### config.mk
export PLATFORM = sky130hd
export DESIGN_NAME = bcd_xs3_seq
export DESIGN_NICKNAME = d
export VERILOG_FILES = /design/src/rtl/bcd_xs3_seq.sv
export SDC_FILE = /design/constraint.sdc
export NUM_CORES = 1
export LEC_CHECK = 0
export ABC_CLOCK_PERIOD_IN_PS = 3700
export BUFFER_PORTS_ARGS = -buffer_cell sky130_fd_sc_hd__buf_4
export CAP_MARGIN = 20
export CORE_ASPECT_RATIO = 1.1
export CORE_MARGIN = 2
export CORE_UTILIZATION = 45
export CTS_CLUSTER_SIZE = 12
export DETAILED_ROUTE_END_ITERATION = 10
export PLACE_DENSITY = 0.69
export RECOVER_POWER = 100
export SYNTH_ARGS = -nofsm -noshare
export SYNTH_HDL_FRONTEND = slang
export SYNTH_SLANG_ARGS = --single-unit
export TNS_END_PERCENT = 1
### constraint.sdc
create_clock -name clk -period 3.7 [get_ports clk]
set_input_delay 0.925 -clock clk [delete_from_list [all_inputs] [get_ports clk]]
set_output_delay 0.925 -clock clk [all_outputs]
set_load 0.02 [all_outputs]
### src/rtl/bcd_xs3_seq.sv
// Multi-digit BCD to excess-3 converter: one shared 4-bit converter walks the
// word LSD-first, one digit per clock, behind valid/ready handshakes.

module bcd_xs3_digit (
  input  logic [3:0] i_bcd,
  output logic [3:0] o_xs3,
  output logic       o_err
);
  always_comb begin
    o_err = (i_bcd > 4'd9);
    o_xs3 = o_err ? 4'd0 : (i_bcd + 4'd3);
  end
endmodule

module bcd_xs3_seq #(
  parameter int DIGITS = 4
) (
  input  logic                clk,
  input  logic                rst_n,
  input  logic                in_valid,
  output logic                in_ready,
  input  logic [4*DIGITS-1:0] in_bcd,
  output logic                out_valid,
  input  logic                out_ready,
  output logic [4*DIGITS-1:0] out_xs3,
  output logic [DIGITS-1:0]   out_err_mask,
  output logic                out_err
);
  localparam int W  = 4 * DIGITS;
  localparam int IW = (DIGITS > 1) ? $clog2(DIGITS) : 1;
  localparam logic [IW-1:0] LAST_IDX = IW'(DIGITS - 1);

  typedef enum logic [1:0] {S_IDLE, S_CONV, S_HOLD} state_t;

  state_t            r_state, w_state_nxt;
  logic              r_in_ready, w_in_ready_nxt;
  logic              r_out_valid, w_out_valid_nxt;
  logic [W-1:0]      r_shift, w_shift_nxt;
  logic [W-1:0]      r_xs3, w_xs3_nxt;
  logic [DIGITS-1:0] r_mask, w_mask_nxt;
  logic [IW-1:0]     r_idx, w_idx_nxt;
  logic [3:0]        w_dig_xs3;
  logic              w_dig_err;

  // The captured word shifts right each CONV cycle, so the current digit is always [3:0].
  bcd_xs3_digit u_conv (
    .i_bcd (r_shift[3:0]),
    .o_xs3 (w_dig_xs3),
    .o_err (w_dig_err)
  );

  always_ff @(posedge clk or negedge rst_n) begin
    if (!rst_n) begin
      r_state     <= S_IDLE;
      r_in_ready  <= 1'b0;
      r_out_valid <= 1'b0;
      r_shift     <= '0;
      r_xs3       <= '0;
      r_mask      <= '0;
      r_idx       <= '0;
    end else begin
      r_state     <= w_state_nxt;
      r_in_ready  <= w_in_ready_nxt;
      r_out_valid <= w_out_valid_nxt;
      r_shift     <= w_shift_nxt;
      r_xs3       <= w_xs3_nxt;
      r_mask      <= w_mask_nxt;
      r_idx       <= w_idx_nxt;
    end
  end

  always_comb begin
    w_state_nxt     = r_state;
    w_in_ready_nxt  = r_in_ready;
    w_out_valid_nxt = r_out_valid;
    w_shift_nxt     = r_shift;
    w_xs3_nxt       = r_xs3;
    w_mask_nxt      = r_mask;
    w_idx_nxt       = r_idx;
    case (r_state)
      S_IDLE: begin
        w_in_ready_nxt = 1'b1;
        if (in_valid && r_in_ready) begin
          w_shift_nxt    = in_bcd;
          w_xs3_nxt      = '0;
          w_mask_nxt     = '0;
          w_idx_nxt      = '0;
          w_in_ready_nxt = 1'b0;
          w_state_nxt    = S_CONV;
        end
      end
      S_CONV: begin
        w_xs3_nxt[{r_idx, 2'b00} +: 4] = w_dig_xs3;
        w_mask_nxt[r_idx]              = w_dig_err;
        w_shift_nxt                    = r_shift >> 4;
        if (r_idx == LAST_IDX) begin
          w_out_valid_nxt = 1'b1;
          w_state_nxt     = S_HOLD;
        end else begin
          w_idx_nxt = r_idx + 1'b1;
        end
      end
      S_HOLD: begin
        if (r_out_valid && out_ready) begin
          w_out_valid_nxt = 1'b0;
          w_in_ready_nxt  = 1'b1;
          w_state_nxt     = S_IDLE;
        end
      end
      default: begin
        w_state_nxt     = S_IDLE;
        w_in_ready_nxt  = 1'b0;
        w_out_valid_nxt = 1'b0;
      end
    endcase
  end

  assign in_ready     = r_in_ready;
  assign out_valid    = r_out_valid;
  assign out_xs3      = r_xs3;
  assign out_err_mask = r_mask;
  assign out_err      = |r_mask;
endmodule

# Yosys cells after proc, flatten, opt, wreduce, memory -nomap -nowiden

Cells that the tools add are included.

Register bits after elaboration: 42
Latch bits: 0
RAM bits: 0
Memory bits (read-only): 0
Input bits: 20
Output and inout port bits: 23
Word-level logic and storage cells: 59
Memories: 0

Add/sub/neg operators: 3
$mul: 0
Divide/modulo/power cells: 0
Magnitude comparators: 3
Equal/unequal tests: 7
Shift-type cells: 2
Muxes and demuxes: 24
Bitwise operators: 2
Reduce and logical (&&, ||, !) cells: 11

Operators by type and width:

| cell                   | number |
|---|---|
| $pmux 16 s2            | 2 |
| $mux 16                | 2 |
| $bwmux 16              | 1 |
| $shift 4x6->16 const A | 1 |
| $shiftx 4x6->16        | 1 |
| $mux 2                 | 5 |
| $reduce_and 3->1       | 3 |
| $mux 4                 | 2 |
| $ne 2x2->1 const B     | 4 |
| $pmux 4 s2             | 1 |
| $neg 4->6              | 1 |
| $pmux 1 s3             | 2 |
| $pmux 2 s3             | 1 |
| $mux 1                 | 5 |
| $add 4x2->4 const B    | 1 |
| $bwmux 4               | 1 |
| $eq 2x2->1 const B     | 2 |
| $gt 4x4->1 const B     | 1 |
| $pmux 2 s2             | 1 |
| $reduce_and 2->1       | 2 |
| $reduce_or 4->1        | 1 |
| $logic_and 1x1->1      | 3 |
| $lt 2x3->1 const B     | 1 |
| $add 2x1->2 const B    | 1 |
| other kinds (6)        | 7 |

# Logic depth before layout (Yosys ltp)

Gate-level depths: netlist of run 1.

Depth after elaboration: 6
Gate-level depth with buffers: 6
Depth with buffers taken out: 5

# Modules after synthesis

Synthesis of run 1 repeated with hierarchy kept, for this count alone.

Cells, all modules: 178
Area total of the unflattened synthesis: 2080.7 µm²

By module, submodules not included:

| module        | instances | cells each | area an instance (µm²) | seq. area each (µm²) |
|---|---|---|---|---|
| bcd_xs3_seq   | 1         | 165        | 1976.9                 | 1051.0 |
| bcd_xs3_digit | 1         | 13         | 103.8                  | 0.0 |

# Least setup slack after synthesis of run 1

No wires, ideal clock.

Path type: flip-flop to output port
From: register r_mask[1] (netlist: out_err_mask[1])
To: output port out_err
Arrival: 1.095 ns
Required time: 2.775 ns
Slack: 1.680 ns
Cell stages (with the launch flop): 2
Buffers on the path: 0
Path through: dfrtp_1 > or4_1

Word-level cells in the longest chain between the ends: 1

Ends and longest elaborated chain:

| item                     | RTL line | text |
|---|---|---|
| start: declaration       | 40       | `logic [DIGITS-1:0] r_mask, w_mask_nxt;` |
| start signal: assignment | 67       | `r_mask <= w_mask_nxt;` |
| $reduce_or 4->1          | 122      | `assign out_err = \|r_mask;` |
| end: declaration         | 27       | `output logic out_err` |

Every way passes these cells.

==> impl_results.html, run 1 <==
<table>
<tr><th>Metric</th><th>Value</th></tr>
<tr><th colspan="2">Synth</th></tr>
<tr><td>Leading post-synthesis cells by instance count</td><td>sky130_fd_sc_hd__dfrtp_1, sky130_fd_sc_hd__a22o_1, sky130_fd_sc_hd__o21ai_0</td></tr>
<tr><td>Cell count after synthesis</td><td>approximately 170</td></tr>
<tr><td>Most frequently used cell type in the post-synthesis netlist</td><td>sky130_fd_sc_hd__dfrtp_1</td></tr>
<tr><td>Synth Cell Area</td><td>0.002003 mm2</td></tr>
<tr><td>Mean cell area of the mapped netlist</td><td>11.85 um2</td></tr>
<tr><td>Cell types occupying the most area after synthesis</td><td>sky130_fd_sc_hd__dfrtp_1, sky130_fd_sc_hd__a22o_1, sky130_fd_sc_hd__mux2i_1</td></tr>
<tr><td>Synthesized Nets</td><td>195</td></tr>
<tr><td>Register bit total from synthesis</td><td>42</td></tr>
<tr><td>Distinct cell type count after synthesis</td><td>39</td></tr>
<tr><td>Async set or reset register ratio after synthesis</td><td>100.0%</td></tr>
<tr><td>Number of flops mapped to enable cells by yosys</td><td>0</td></tr>
<tr><td>Area share of the leading cell type in the synthesized netlist</td><td>52.47%</td></tr>
<tr><td>Warnings, synthesis</td><td>0</td></tr>
<tr><td>Largest area contributor in the netlist</td><td>sky130_fd_sc_hd__dfrtp_1</td></tr>
<tr><td>Share of synthesized area occupied by flip-flops and latches</td><td>52.47%</td></tr>
<tr><td>Commonest register cell after synthesis</td><td>sky130_fd_sc_hd__dfrtp_1</td></tr>
<tr><th colspan="2">Cells and area</th></tr>
<tr><td>Non-filler cells, final</td><td>264</td></tr>
<tr><td>Fraction of final layout cells with drive strength greater than 1</td><td>between 10% and 20%</td></tr>
<tr><td>Sequential cell area</td><td>0.001051 mm2</td></tr>
<tr><td>Filler cell count in the final layout</td><td>between 300 and 400</td></tr>
<tr><td>Total area of multi-input combinational cells</td><td>840.8 um2</td></tr>
<tr><td>Antenna Diode Count</td><td>0</td></tr>
<tr><td>Final Net Count</td><td>roughly 240</td></tr>
<tr><td>Post-synthesis to final-layout area growth</td><td>17.49%</td></tr>
<tr><th colspan="2">Setup path</th></tr>
<tr><td>Critical Path AT</td><td>2430 ps</td></tr>
<tr><td>Peak per-stage delay on the critical path</td><td>~1500 ps</td></tr>
<tr><td>Crit Path Class</td><td>in2async</td></tr>
<tr><td>CP Max Fanout</td><td>42</td></tr>
<tr><td>Reg-to-reg slack, setup</td><td>1530 ps</td></tr>
<tr><td>Worst reg2reg path depth</td><td>3</td></tr>
<tr><td>Slowest stage cell, crit path</td><td>sky130_fd_sc_hd__clkbuf_1</td></tr>
<tr><td>Endpoint class of the critical path</td><td>asynchronous set/reset pin</td></tr>
<tr><td>Launching element type of the critical path</td><td>input pin</td></tr>
<tr><td>Ordered list of cells on the worst path</td><td>clkbuf_1</td></tr>
<tr><td>Required arrival time at the worst endpoint</td><td>roughly 3700 ps</td></tr>
<tr><td>Worst path buffer plus inverter count</td><td>1</td></tr>
<tr><td>Reg-to-Reg Start</td><td>r_state[0]</td></tr>
<tr><td>Top cell family by delay on the critical path</td><td>buffers and inverters</td></tr>
<tr><td>Endpoint of the lowest-slack register-to-register path</td><td>r_shift[11]</td></tr>
<tr><th colspan="2">Place</th></tr>
<tr><td>Worst setup slack before clock tree synthesis</td><td>1214 ps</td></tr>
<tr><td>PortBufs</td><td>42</td></tr>
<tr><td>DP HPWL</td><td>3009 um</td></tr>
<tr><td>Last weighted congestion value of the routability-driven placer</td><td>0.7634</td></tr>
<tr><td>Inst Count DP</td><td>between 200 and 300</td></tr>
<tr><th colspan="2">Global routing</th></tr>
<tr><td>Total congestion overflow</td><td>0</td></tr>
<tr><td>Overall fraction of global-route tracks in use</td><td>17.91%</td></tr>
<tr><td>Via count of the first global-routing pass</td><td>1448</td></tr>
<tr><td>Number of antenna violations at the first check in global routing</td><td>0</td></tr>
<tr><td>Global-route wire length before repair</td><td>around 6700 um</td></tr>
<tr><td>Maximum number of pins on one net before global-route repair</td><td>43</td></tr>
<tr><th colspan="2">Timing</th></tr>
<tr><td>Setup_tns</td><td>0 ps</td></tr>
<tr><td>Highest attainable clock frequency</td><td>407.7 MHz</td></tr>
<tr><td>Unrepaired setup endpoints after global routing</td><td>false</td></tr>
<tr><td>Final critical-path required period</td><td>2453 ps</td></tr>
<tr><td>Slew at the pin closest to its max-slew limit</td><td>2122 ps</td></tr>
<tr><td>Number of hold violations in the final report</td><td>0</td></tr>
<tr><td>Final count of negative-setup-slack endpoints</td><td>0</td></tr>
<tr><td>Final worst slack</td><td>1247 ps</td></tr>
<tr><td>Largest clock skew in the final design</td><td>approximately 4.8 ps</td></tr>
<tr><td>Share of the cycle needed by the critical path after routing</td><td>66.29%</td></tr>
<tr><td>Worst-case headroom to the max-slew limit</td><td>-41.47%</td></tr>
<tr><td>Max-slew violation total from the final report</td><td>43</td></tr>
<tr><th colspan="2">Detailed routing</th></tr>
<tr><td>Vias per cell</td><td>between 5 and 6</td></tr>
<tr><td>Iteration count of the initial detailed-routing pass</td><td>4</td></tr>
<tr><td>Routed Antenna Nets</td><td>0</td></tr>
<tr><td>Final Routed Wirelength</td><td>4085 um</td></tr>
<tr><td>First-iteration detailed-routing DRC count</td><td>65</td></tr>
<tr><td>Average detailed-routed wire length per instance</td><td>15.47 um</td></tr>
<tr><td>DRC errors left</td><td>0</td></tr>
<tr><td>Number of vias in the routed layout</td><td>1493</td></tr>
<tr><th colspan="2">Pwr</th></tr>
<tr><td>Share of power burned in combinational logic</td><td>43.3%</td></tr>
<tr><td>Sw frac</td><td>41.27%</td></tr>
<tr><td>Power density cells</td><td>926.0 mW/mm2</td></tr>
<tr><td>Clock network power share</td><td>20.2%</td></tr>
<tr><td>Leakage</td><td>1.092 nW</td></tr>
<tr><td>Share of power burned in registers</td><td>36.5%</td></tr>
<tr><td>Switching pwr</td><td>899.4 uW</td></tr>
<tr><td>Cell Int Power</td><td>1.280 mW</td></tr>
<tr><td>Maximum vdd ir drop</td><td>0.0004434 V</td></tr>
<tr><th colspan="2">Clock network</th></tr>
<tr><td>Post-cts sizing count</td><td>0</td></tr>
<tr><td>Cts hold-fix bufs</td><td>0</td></tr>
<tr><td>Post-CTS Setup Repair Bufs</td><td>0</td></tr>
<tr><td>Clock buffers created by TritonCTS</td><td>5</td></tr>
<tr><td>Post-CTS clock slew at the launch and capture registers of the worst setup and hold paths</td><td>~80 ps</td></tr>
<tr><td>Worst-Skew Late Latency</td><td>290 ps</td></tr>
<tr><td># H-tree levels</td><td>2</td></tr>
<tr><td>TritonCTS clock tree</td><td>done</td></tr>
<tr><td>Master cell of the clock root buffer</td><td>sky130_fd_sc_hd__clkbuf_8</td></tr>
<tr><td>Clock tree sinks</td><td>42</td></tr>
<tr><td>Number of buffers on the longest clock path</td><td>2</td></tr>
<tr><th colspan="2">Flow run</th></tr>
<tr><td>Reported max-cap violation count</td><td>1</td></tr>
<tr><th colspan="2">Min path</th></tr>
<tr><td>Class of the tightest hold or removal check</td><td>reg2reg</td></tr>
<tr><td>Number of cells traversed by the worst hold path</td><td>1</td></tr>
<tr><td>Startpoint of the worst hold path</td><td>out_xs3[6]</td></tr>
<tr><td>Worst Hold End</td><td>out_xs3[6]</td></tr>
<tr><th colspan="2">Status</th></tr>
<tr><td>Violations in the final reports</td><td>max-capacitance violations, max-slew violations</td></tr>
<tr><td>Status</td><td>finished with violations</td></tr>
<tr><th colspan="2">Floorplanning</th></tr>
<tr><td>Effective utilization at floorplan</td><td>46.74%</td></tr>
<tr><td>Die footprint</td><td>0.005002 mm2</td></tr>
<tr><td>Width of the die</td><td>roughly 68 um</td></tr>
<tr><td>Die Height</td><td>around 74 um</td></tr>
<tr><td>IO Count</td><td>43</td></tr>
<tr><td>Core Area</td><td>0.004285 mm2</td></tr>
<tr><td>Total number of placement rows</td><td>25</td></tr>
</table>
## cells in the final DEF, fill, tap and decap left out, types with 2 or more instances in the layout
| cell type | count |
|---|---|
| sky130_fd_sc_hd__clkbuf_8 | 6 |
| sky130_fd_sc_hd__nand3_1 | 2 |
| sky130_fd_sc_hd__o2bb2ai_1 | 5 |
| sky130_fd_sc_hd__dfrtp_1 | 42 |
| sky130_fd_sc_hd__inv_1 | 7 |
| sky130_fd_sc_hd__mux2i_1 | 12 |
| sky130_fd_sc_hd__a22o_1 | 17 |
| sky130_fd_sc_hd__and3_1 | 2 |
| sky130_fd_sc_hd__clkbuf_1 | 24 |
| sky130_fd_sc_hd__nand2b_1 | 3 |
| sky130_fd_sc_hd__buf_4 | 17 |
| sky130_fd_sc_hd__a21oi_1 | 10 |
| sky130_fd_sc_hd__bufinv_16 | 2 |
| sky130_fd_sc_hd__ha_1 | 6 |
| sky130_fd_sc_hd__o21ai_0 | 25 |
| sky130_fd_sc_hd__nor2_1 | 5 |
| sky130_fd_sc_hd__a32o_1 | 4 |
## flip-flops by register name (all words and copies together) (netlist names)
register and flops:
r_shift 16, out_xs3 16, out_err_mask 4, r_state 2
out_valid 1, in_ready 1, r_idx 2
## per-layer routing
layer	track usage [%]	vias up	part of all wire, %
li1	-	719	-
met1	23.27	712	44
met2	28.76	53	47
met3	4.539	9	7.0
met4	7.029	0	1.8
met5	0	-	0
## how the worst max path moves through the flow
stage                    startpoint           to  slack (ps)  cells past startpoint
floorplan           out_err_mask[1]      out_err        1680                      1
global placement           in_valid   r_shift[8]        1270                      4
detailed placement         in_valid   r_shift[8]        1210                      4
CTS                 out_err_mask[1]      out_err        1390                      2
global route                  rst_n   r_shift[0]         710                      1
finish                        rst_n  r_shift[12]        1250                      1
## cells by family after synthesis
logic type      synth area share (%)
compound gates                 22.61
flops                          52.47
simple gates                   9.807
buf+inv                        4.810
mux                            6.559
fa+ha+maj                      3.748
## power groups by stage
stage	Clock, mW	Sequential (mW)	Combinational [mW]
2_1_floorplan	0	0.822	0.756
3_3_place_gp	0	0.795	1.01
3_5_place_dp	0	0.806	1.05
4_1_cts	0.448	0.798	1.05
5_1_grt	0.470	0.827	1.04
6_report	0.441	0.796	0.943
## through the flow
step           power, mW  hold WS (ps)  utilization, %  instance area (um2)
2_1_floorplan      1.578         465.1               -                 2003
3_3_place_gp       1.808         478.4           54.04                 2316
3_5_place_dp       1.856         479.0           54.04                 2316
4_1_cts            2.298         499.0           57.37                 2459
5_1_grt            2.341         518.0           54.92                 2354
6_report           2.179         495.7           54.92                 2354
## cell type report
cell class              count  share of cell area (%)
flip-flops and latches     42                   44.66
multi-input cells         111                   35.73
well taps                  54                   2.871
clock inverters             2                   2.552
clock buffers               6                   3.509
inverters                   7                   1.116
repair buffers             42                   9.569
Power figures use the tool's default switching activity.
==> run 2, diff against run 1 <==
- ABC_CLOCK_PERIOD_IN_PS: 3700 -> 2400
- clock period: 3.7 -> 2.4 ns (I/O delays scaled with it)
==> run 2 against run 1 <==
  * The flow now finishes without violations
  * Cell count increased by 0.76%
  * Sequential share of layout area increased by 0.17 points
  * Sequential power grew 55%
  * First-iteration DRC count grew 98%
  * Clock power increased by 24%
  * Die area stayed put
  * Core utilization fell by 0.20 points
  * Hold slack lost 30 ps
  * Critical path type is now reg2reg
  * Critical endpoint is now out_xs3[3]
  * Largest power group unchanged
==> impl_results.html, run 2 (synthesis results as in run 1) <==
<table>
<tr><th>Metric</th><th>Value</th></tr>
<tr><th colspan="2">Clock network</th></tr>
<tr><td>Post-cts sizing count</td><td>0 (unchanged)</td></tr>
<tr><td>Master cell of the clock root buffer</td><td>sky130_fd_sc_hd__clkbuf_8</td></tr>
<tr><td># H-tree levels</td><td>2 (unchanged)</td></tr>
<tr><td>Clock buffers created by TritonCTS</td><td>5 (unchanged)</td></tr>
<tr><td>Worst-Skew Late Latency</td><td>290 ps (about the same)</td></tr>
<tr><td>Clock tree sinks</td><td>42 (unchanged)</td></tr>
<tr><td>Post-CTS clock slew at the launch and capture registers of the worst setup and hold paths</td><td>80 ps (about the same)</td></tr>
<tr><td>Post-CTS Setup Repair Bufs</td><td>0 (unchanged)</td></tr>
<tr><td>TritonCTS clock tree</td><td>done</td></tr>
<tr><td>Number of buffers on the longest clock path</td><td>2 (unchanged)</td></tr>
<tr><td>Cts hold-fix bufs</td><td>0 (unchanged)</td></tr>
<tr><th colspan="2">Timing</th></tr>
<tr><td>Max-slew violation total from the final report</td><td>0 (-100%)</td></tr>
<tr><td>Setup_tns</td><td>0 ps (unchanged)</td></tr>
<tr><td>Final critical-path required period</td><td>2037 ps</td></tr>
<tr><td>Slew at the pin closest to its max-slew limit</td><td>1001 ps (-1121 ps)</td></tr>
<tr><td>Largest clock skew in the final design</td><td>5.429 ps (+0.6074 ps)</td></tr>
<tr><td>Share of the cycle needed by the critical path after routing</td><td>84.89%</td></tr>
<tr><td>Unrepaired setup endpoints after global routing</td><td>false</td></tr>
<tr><td>Worst-case headroom to the max-slew limit</td><td>33.25% (+75 points)</td></tr>
<tr><td>Final count of negative-setup-slack endpoints</td><td>0 (unchanged)</td></tr>
<tr><td>Highest attainable clock frequency</td><td>490.8 MHz</td></tr>
<tr><td>Number of hold violations in the final report</td><td>0 (unchanged)</td></tr>
<tr><th colspan="2">Place</th></tr>
<tr><td>Last weighted congestion value of the routability-driven placer</td><td>0.7695 (+0.80%)</td></tr>
<tr><td>PortBufs</td><td>42 (unchanged)</td></tr>
<tr><td>DP HPWL</td><td>3227 um (+7.3%)</td></tr>
<tr><th colspan="2">Cells and area</th></tr>
<tr><td>Fraction of final layout cells with drive strength greater than 1</td><td>16.98% (+2.2 points)</td></tr>
<tr><td>Final Net Count</td><td>237 (+0.85%)</td></tr>
<tr><td>Antenna Diode Count</td><td>0 (unchanged)</td></tr>
<tr><td>Share of the core filled with cells in the final layout</td><td>54.72% (-0.20 points)</td></tr>
<tr><td>Leading cell type in the layout, fill and taps excluded</td><td>sky130_fd_sc_hd__dfrtp_1</td></tr>
<tr><td>Most frequent cells in the layout</td><td>sky130_fd_sc_hd__dfrtp_1, sky130_fd_sc_hd__o21ai_0, sky130_fd_sc_hd__clkbuf_1</td></tr>
<tr><td>Post-synthesis to final-layout area growth</td><td>17.05%</td></tr>
<tr><th colspan="2">Floorplanning</th></tr>
<tr><td>Die footprint</td><td>0.005002 mm2 (unchanged)</td></tr>
<tr><td>Core Area</td><td>0.004285 mm2 (unchanged)</td></tr>
<tr><td>IO Count</td><td>43 (unchanged)</td></tr>
<tr><td>Die Height</td><td>73.98 um (unchanged)</td></tr>
<tr><td>Effective utilization at floorplan</td><td>46.74% (unchanged)</td></tr>
<tr><td>Total number of placement rows</td><td>25 (unchanged)</td></tr>
<tr><td>Width of the die</td><td>67.62 um (unchanged)</td></tr>
<tr><th colspan="2">Setup path</th></tr>
<tr><td>CP Max Fanout</td><td>21 (-50%)</td></tr>
<tr><td>Launching instance or port of the critical path</td><td>r_state[1]</td></tr>
<tr><td>Launching element type of the critical path</td><td>register</td></tr>
<tr><td>Endpoint class of the critical path</td><td>register</td></tr>
<tr><td>Crit Path Class</td><td>reg2reg</td></tr>
<tr><td>Critical Path AT</td><td>2210 ps (-220 ps)</td></tr>
<tr><td>Required arrival time at the worst endpoint</td><td>2580 ps (-1100 ps)</td></tr>
<tr><td>Reg-to-Reg Start</td><td>r_state[1]</td></tr>
<tr><th colspan="2">Detailed routing</th></tr>
<tr><td>DRC errors left</td><td>0 (unchanged)</td></tr>
<tr><td>First-iteration detailed-routing DRC count</td><td>129 (+98%)</td></tr>
<tr><td>Average detailed-routed wire length per instance</td><td>16.23 um (+4.9%)</td></tr>
<tr><td>Routed Antenna Nets</td><td>0 (unchanged)</td></tr>
<tr><td>Iteration count of the initial detailed-routing pass</td><td>4 (unchanged)</td></tr>
<tr><td>Vias per cell</td><td>5.733 (+1.4%)</td></tr>
<tr><td>Number of vias in the routed layout</td><td>1525 (+2.1%)</td></tr>
<tr><td>Final Routed Wirelength</td><td>4316 um (+5.7%)</td></tr>
<tr><th colspan="2">Global routing</th></tr>
<tr><td>Overall fraction of global-route tracks in use</td><td>18.95% (+1.0 points)</td></tr>
<tr><td>Via count of the first global-routing pass</td><td>1508 (+4.1%)</td></tr>
<tr><td>Maximum number of pins on one net before global-route repair</td><td>43 (unchanged)</td></tr>
<tr><td>Number of antenna violations at the first check in global routing</td><td>0 (unchanged)</td></tr>
<tr><td>Total congestion overflow</td><td>0 (unchanged)</td></tr>
<tr><td>Global-route wire length before repair</td><td>7051 um (+5.5%)</td></tr>
<tr><th colspan="2">Pwr</th></tr>
<tr><td>Power density cells</td><td>1399 mW/mm2 (+51%)</td></tr>
<tr><td>Maximum vdd ir drop</td><td>0.001042 V (+130%)</td></tr>
<tr><td>Post-layout total power</td><td>3.280 mW (+51%)</td></tr>
<tr><td>Leakage</td><td>1.090 nW (-0.19%)</td></tr>
<tr><th colspan="2">Flow run</th></tr>
<tr><td>Reported max-cap violation count</td><td>0 (-1)</td></tr>
<tr><th colspan="2">Status</th></tr>
<tr><td>Status</td><td>completed</td></tr>
<tr><th colspan="2">Min path</th></tr>
<tr><td>Class of the tightest hold or removal check</td><td>in2async</td></tr>
</table>
[run 2: routing by layer]
metal,vias to the layer above,global-route usage (%),wire length [um]
met2,51,31.37,2164
li1,713,-,-
met5,-,0,0
met3,12,4.236,289
met1,749,24.45,1767
met4,0,6.803,95
[run 2: layout make-up]
| type | count | area [um2] |
|---|---|---|
| fill | 403 | 1941 |
| clock inverter | 3 | 40.04 |
| inverter | 7 | 26.28 |
| multi-input combinational | 111 | 853.3 |
| tap | 54 | 67.56 |
| timing repair buffer | 44 | 237.7 |
| sequential | 42 | 1051 |
| clock buffer | 5 | 68.82 |
[run 2: worst paths after layout]
check                              end  slack, ps  depth (start not counted)
min reg2reg                out_xs3[13]        510                          1
max in group asynchronous   r_shift[3]       1320                          1
min in group clk           out_xs3[13]        510                          1
min                         out_xs3[5]        470                          1
max reg2reg                 out_xs3[3]        360                          4
max                         out_xs3[3]        360                          4
[run 2: metrics by stage]
step | worst slack, ps | area [um2] | std cells | hold slack (ps)
after detailed placement | 513.9 | 2331 | 258 | 478.2
after global routing | 227.4 | 2345 | 266 | 523.3
after global placement | 600.6 | 2331 | 258 | 482.3
after CTS | 398.1 | 2440 | 266 | 293.0
after floorplan | 704.6 | 2003 | 169 | 304.4
final | 362.6 | 2345 | 266 | 465.3
[run 2: worst max-delay path, cell delays in order, from the launching register on]
cell                       delay, ps
sky130_fd_sc_hd__dfrtp_1         640
sky130_fd_sc_hd__nor4bb_4        540
sky130_fd_sc_hd__clkbuf_1        370
sky130_fd_sc_hd__a21oi_2         110
sky130_fd_sc_hd__a22o_1          270
[run 2: power by group]
group | switching (mW) | leakage (nW) | internal [mW]
clock | 0.239 | 0.0579 | 0.306
combinational | 0.921 | 0.482 | 0.580
sequential | 0.260 | 0.550 | 0.974
total | 1.42 | 1.09 | 1.86
==> run 3, diff against run 2 <==
- ABC_CLOCK_PERIOD_IN_PS: 2400 -> 2000
- clock period: 2.4 -> 2 ns (I/O delays scaled with it)
==> run 3 against run 2 <==
  * Combinational power increased by 25%
  * Clock skew decreased by 2.1 ps
  * Hold slack got worse by 91 ps
  * Total power increased by 16%
  * Sequential cell count unchanged
  * Setup slack got worse by 230 ps
  * Global-route usage increased by 0.39 points
  * Sequential power increased by 16%
  * Core utilization decreased by 0.55 points
  * Register-to-register slack got worse by 70 ps
  * Clock power decreased by 5.9%
  * Largest cell class unchanged
==> impl_results.html, run 3 (synthesis results as in run 1) <==
<table>
<tr><th>Metric</th><th>Value</th></tr>
<tr><th colspan="2">Min path</th></tr>
<tr><td>Class of the tightest hold or removal check</td><td>in2async</td></tr>
<tr><th colspan="2">Cells and area</th></tr>
<tr><td>Final Net Count</td><td>240 (+1.3%)</td></tr>
<tr><td>Filler cell count in the final layout</td><td>421 (+4.5%)</td></tr>
<tr><td>Most frequent cells in the layout</td><td>sky130_fd_sc_hd__dfrtp_1, sky130_fd_sc_hd__clkbuf_1, sky130_fd_sc_hd__o21ai_0</td></tr>
<tr><td>Leading cell type in the layout, fill and taps excluded</td><td>sky130_fd_sc_hd__dfrtp_1</td></tr>
<tr><td>Antenna Diode Count</td><td>0 (unchanged)</td></tr>
<tr><td>Total area of multi-input combinational cells</td><td>838.3 um2 (-1.8%)</td></tr>
<tr><td>Sequential cell area</td><td>0.001051 mm2 (unchanged)</td></tr>
<tr><td>Post-synthesis to final-layout area growth</td><td>15.87%</td></tr>
<tr><td>Fraction of final layout cells with drive strength greater than 1</td><td>15.42% (-1.6 points)</td></tr>
<tr><th colspan="2">Timing</th></tr>
<tr><td>Setup_tns</td><td>0 ps (unchanged)</td></tr>
<tr><td>Max-slew violation total from the final report</td><td>0 (unchanged)</td></tr>
<tr><td>Final count of negative-setup-slack endpoints</td><td>0 (unchanged)</td></tr>
<tr><td>Final critical-path required period</td><td>between 1500 and 2000 ps</td></tr>
<tr><td>Unrepaired setup endpoints after global routing</td><td>false</td></tr>
<tr><td>Share of the cycle needed by the critical path after routing</td><td>93.33%</td></tr>
<tr><td>Highest attainable clock frequency</td><td>535.8 MHz</td></tr>
<tr><td>Hold WS</td><td>374.0 ps (-91.28 ps)</td></tr>
<tr><td>Slew at the pin closest to its max-slew limit</td><td>1020 ps (+18.48 ps)</td></tr>
<tr><td>Worst-case headroom to the max-slew limit</td><td>32.02% (-1.2 points)</td></tr>
<tr><td>Largest clock skew in the final design</td><td>3.357 ps (-2.073 ps)</td></tr>
<tr><td>Number of hold violations in the final report</td><td>0 (unchanged)</td></tr>
<tr><th colspan="2">Floorplanning</th></tr>
<tr><td>Die footprint</td><td>0.005002 mm2 (unchanged)</td></tr>
<tr><td>Width of the die</td><td>67.62 um (unchanged)</td></tr>
<tr><td>Core Area</td><td>0.004285 mm2 (unchanged)</td></tr>
<tr><td>Total number of placement rows</td><td>25 (unchanged)</td></tr>
<tr><td>Die Height</td><td>73.98 um (unchanged)</td></tr>
<tr><td>IO Count</td><td>43 (unchanged)</td></tr>
<tr><td>Effective utilization at floorplan</td><td>46.74% (unchanged)</td></tr>
<tr><th colspan="2">Place</th></tr>
<tr><td>DP HPWL</td><td>3186 um (-1.3%)</td></tr>
<tr><td>Last weighted congestion value of the routability-driven placer</td><td>0.8142 (+5.8%)</td></tr>
<tr><td>PortBufs</td><td>42 (unchanged)</td></tr>
<tr><th colspan="2">Clock network</th></tr>
<tr><td>Number of buffers on the longest clock path</td><td>2 (unchanged)</td></tr>
<tr><td># H-tree levels</td><td>2 (unchanged)</td></tr>
<tr><td>Clock tree sinks</td><td>42 (unchanged)</td></tr>
<tr><td>Post-CTS Setup Repair Bufs</td><td>0 (unchanged)</td></tr>
<tr><td>Master cell of the clock root buffer</td><td>sky130_fd_sc_hd__clkbuf_8</td></tr>
<tr><td>Cts hold-fix bufs</td><td>0 (unchanged)</td></tr>
<tr><td>TritonCTS clock tree</td><td>done</td></tr>
<tr><td>Worst-Skew Late Latency</td><td>290 ps (about the same)</td></tr>
<tr><td>Post-CTS clock slew at the launch and capture registers of the worst setup and hold paths</td><td>70 ps (about the same)</td></tr>
<tr><td>Clock buffers created by TritonCTS</td><td>5 (unchanged)</td></tr>
<tr><td>Post-cts sizing count</td><td>0 (unchanged)</td></tr>
<tr><th colspan="2">Setup path</th></tr>
<tr><td>Ordered list of cells on the worst path</td><td>or4_1 &gt; clkbuf_2</td></tr>
<tr><td>Path length in cells of the critical path</td><td>2 (-2)</td></tr>
<tr><td>Launching element type of the critical path</td><td>register</td></tr>
<tr><td>Required arrival time at the worst endpoint</td><td>1500 ps (-1080 ps)</td></tr>
<tr><td>Top cell family by delay on the critical path</td><td>simple AND/OR/NAND/NOR gates</td></tr>
<tr><td>Endpoint class of the critical path</td><td>primary output</td></tr>
<tr><td>Worst reg2reg path depth</td><td>3 (-1)</td></tr>
<tr><td>Slowest stage cell, crit path</td><td>sky130_fd_sc_hd__or4_1</td></tr>
<tr><td>CP Max Fanout</td><td>3 (-86%)</td></tr>
<tr><td>Peak per-stage delay on the critical path</td><td>510 ps (-130 ps)</td></tr>
<tr><td>Critical Path AT</td><td>1370 ps (-840 ps)</td></tr>
<tr><td>Reg-to-reg slack, setup</td><td>290 ps (-70 ps)</td></tr>
<tr><td>Worst path buffer plus inverter count</td><td>1 (unchanged)</td></tr>
<tr><td>Crit Path Class</td><td>reg2out</td></tr>
<tr><td>Endpoint of the lowest-slack register-to-register path</td><td>r_shift[11]</td></tr>
<tr><td>Reg-to-Reg Start</td><td>r_state[0]</td></tr>
<tr><th colspan="2">Detailed routing</th></tr>
<tr><td>Number of vias in the routed layout</td><td>1524 (-0.066%)</td></tr>
<tr><td>Routed Antenna Nets</td><td>0 (unchanged)</td></tr>
<tr><td>Iteration count of the initial detailed-routing pass</td><td>4 (unchanged)</td></tr>
<tr><td>DRC errors left</td><td>0 (unchanged)</td></tr>
<tr><td>Vias per cell</td><td>5.687 (-0.81%)</td></tr>
<tr><td>First-iteration detailed-routing DRC count</td><td>82 (-36%)</td></tr>
<tr><td>Average detailed-routed wire length per instance</td><td>16.41 um (+1.2%)</td></tr>
<tr><td>Final Routed Wirelength</td><td>4399 um (+1.9%)</td></tr>
<tr><th colspan="2">Pwr</th></tr>
<tr><td>Clock network power share</td><td>13.4% (-3.2 points)</td></tr>
<tr><td>Cell Int Power</td><td>2.140 mW (+15%)</td></tr>
<tr><td>Maximum vdd ir drop</td><td>0.0006357 V (-39%)</td></tr>
<tr><td>Switching pwr</td><td>1.678 mW (+18%)</td></tr>
<tr><td>Share of power burned in registers</td><td>37.5% (about the same)</td></tr>
<tr><td>Leakage</td><td>1.086 nW (-0.33%)</td></tr>
<tr><td>Power density cells</td><td>1645 mW/mm2 (+18%)</td></tr>
<tr><td>Share of power burned in combinational logic</td><td>49.1% (+3.3 points)</td></tr>
<tr><td>Sw frac</td><td>43.95% (+0.67 points)</td></tr>
<tr><th colspan="2">Global routing</th></tr>
<tr><td>Via count of the first global-routing pass</td><td>1489 (-1.3%)</td></tr>
<tr><td>Global-route wire length before repair</td><td>7155 um (+1.5%)</td></tr>
<tr><td>Number of antenna violations at the first check in global routing</td><td>0 (unchanged)</td></tr>
<tr><td>Maximum number of pins on one net before global-route repair</td><td>43 (unchanged)</td></tr>
<tr><td>Total congestion overflow</td><td>0 (unchanged)</td></tr>
<tr><td>Overall fraction of global-route tracks in use</td><td>19.34% (+0.39 points)</td></tr>
<tr><th colspan="2">Status</th></tr>
<tr><td>Status</td><td>completed</td></tr>
<tr><th colspan="2">Flow run</th></tr>
<tr><td>Reported max-cap violation count</td><td>0 (unchanged)</td></tr>
</table>
run 3: cell types whose count changed in the layout (fill, tap and decap cells not counted), sizes merged:
cell / previous run / this run
buf: 19 / 22
clkbuf: 30 / 32
bufinv: 1 / 0
clkinv: 2 / 0
run 3: per-stage QoR:
stage / cells / cell area (um2) / power (mW) / util (%) / worst slack, ps
floorplan: 169 / 2003 / 2.919 / - / 404.6
global placement: 261 / 2354 / 3.430 / 54.92 / 422.1
detailed placement: 261 / 2354 / 3.518 / 54.92 / 375.6
CTS: 268 / 2430 / 4.033 / 56.70 / 126.7
global route: 268 / 2321 / 4.111 / 54.16 / 104.8
finish: 268 / 2321 / 3.818 / 54.16 / 133.5
run 3: cell type report:
type,instances,area share (%)
sequential,42,45.28
multi-input combinational,111,36.12
clock buffer,7,3.288
inverter,7,1.132
tap,54,2.911
timing repair buffer,47,11.27
run 3: how the worst max path moves through the flow:
stage,from,to,slack [ps]
floorplan,out_err_mask[1],out_err,400
global placement,r_state[0],out_xs3[0],420
detailed placement,r_idx[0],out_xs3[5],380
CTS,out_err_mask[1],out_err,130
global route,out_err_mask[1],out_err,100
finish,out_err_mask[1],out_err,130
run 3: layer usage:
metal,part of all wire [%],track usage (%),wire [um],vias up
met3,6.1,4.690,269,6
met5,0,0,0,-
met1,43,23.81,1874,745
met4,1.5,8.390,65,0
met2,50,32.24,2189,56
li1,-,-,-,717
run 3: power groups by stage:
| stage | clock network, mW | registers, mW | logic, mW |
|---|---|---|---|
| 2_1_floorplan | 0 | 1.52 | 1.40 |
| 3_3_place_gp | 0 | 1.43 | 2.00 |
| 3_5_place_dp | 0 | 1.45 | 2.07 |
| 4_1_cts | 0.524 | 1.44 | 2.07 |
| 5_1_grt | 0.567 | 1.48 | 2.07 |
| 6_report | 0.513 | 1.43 | 1.87 |
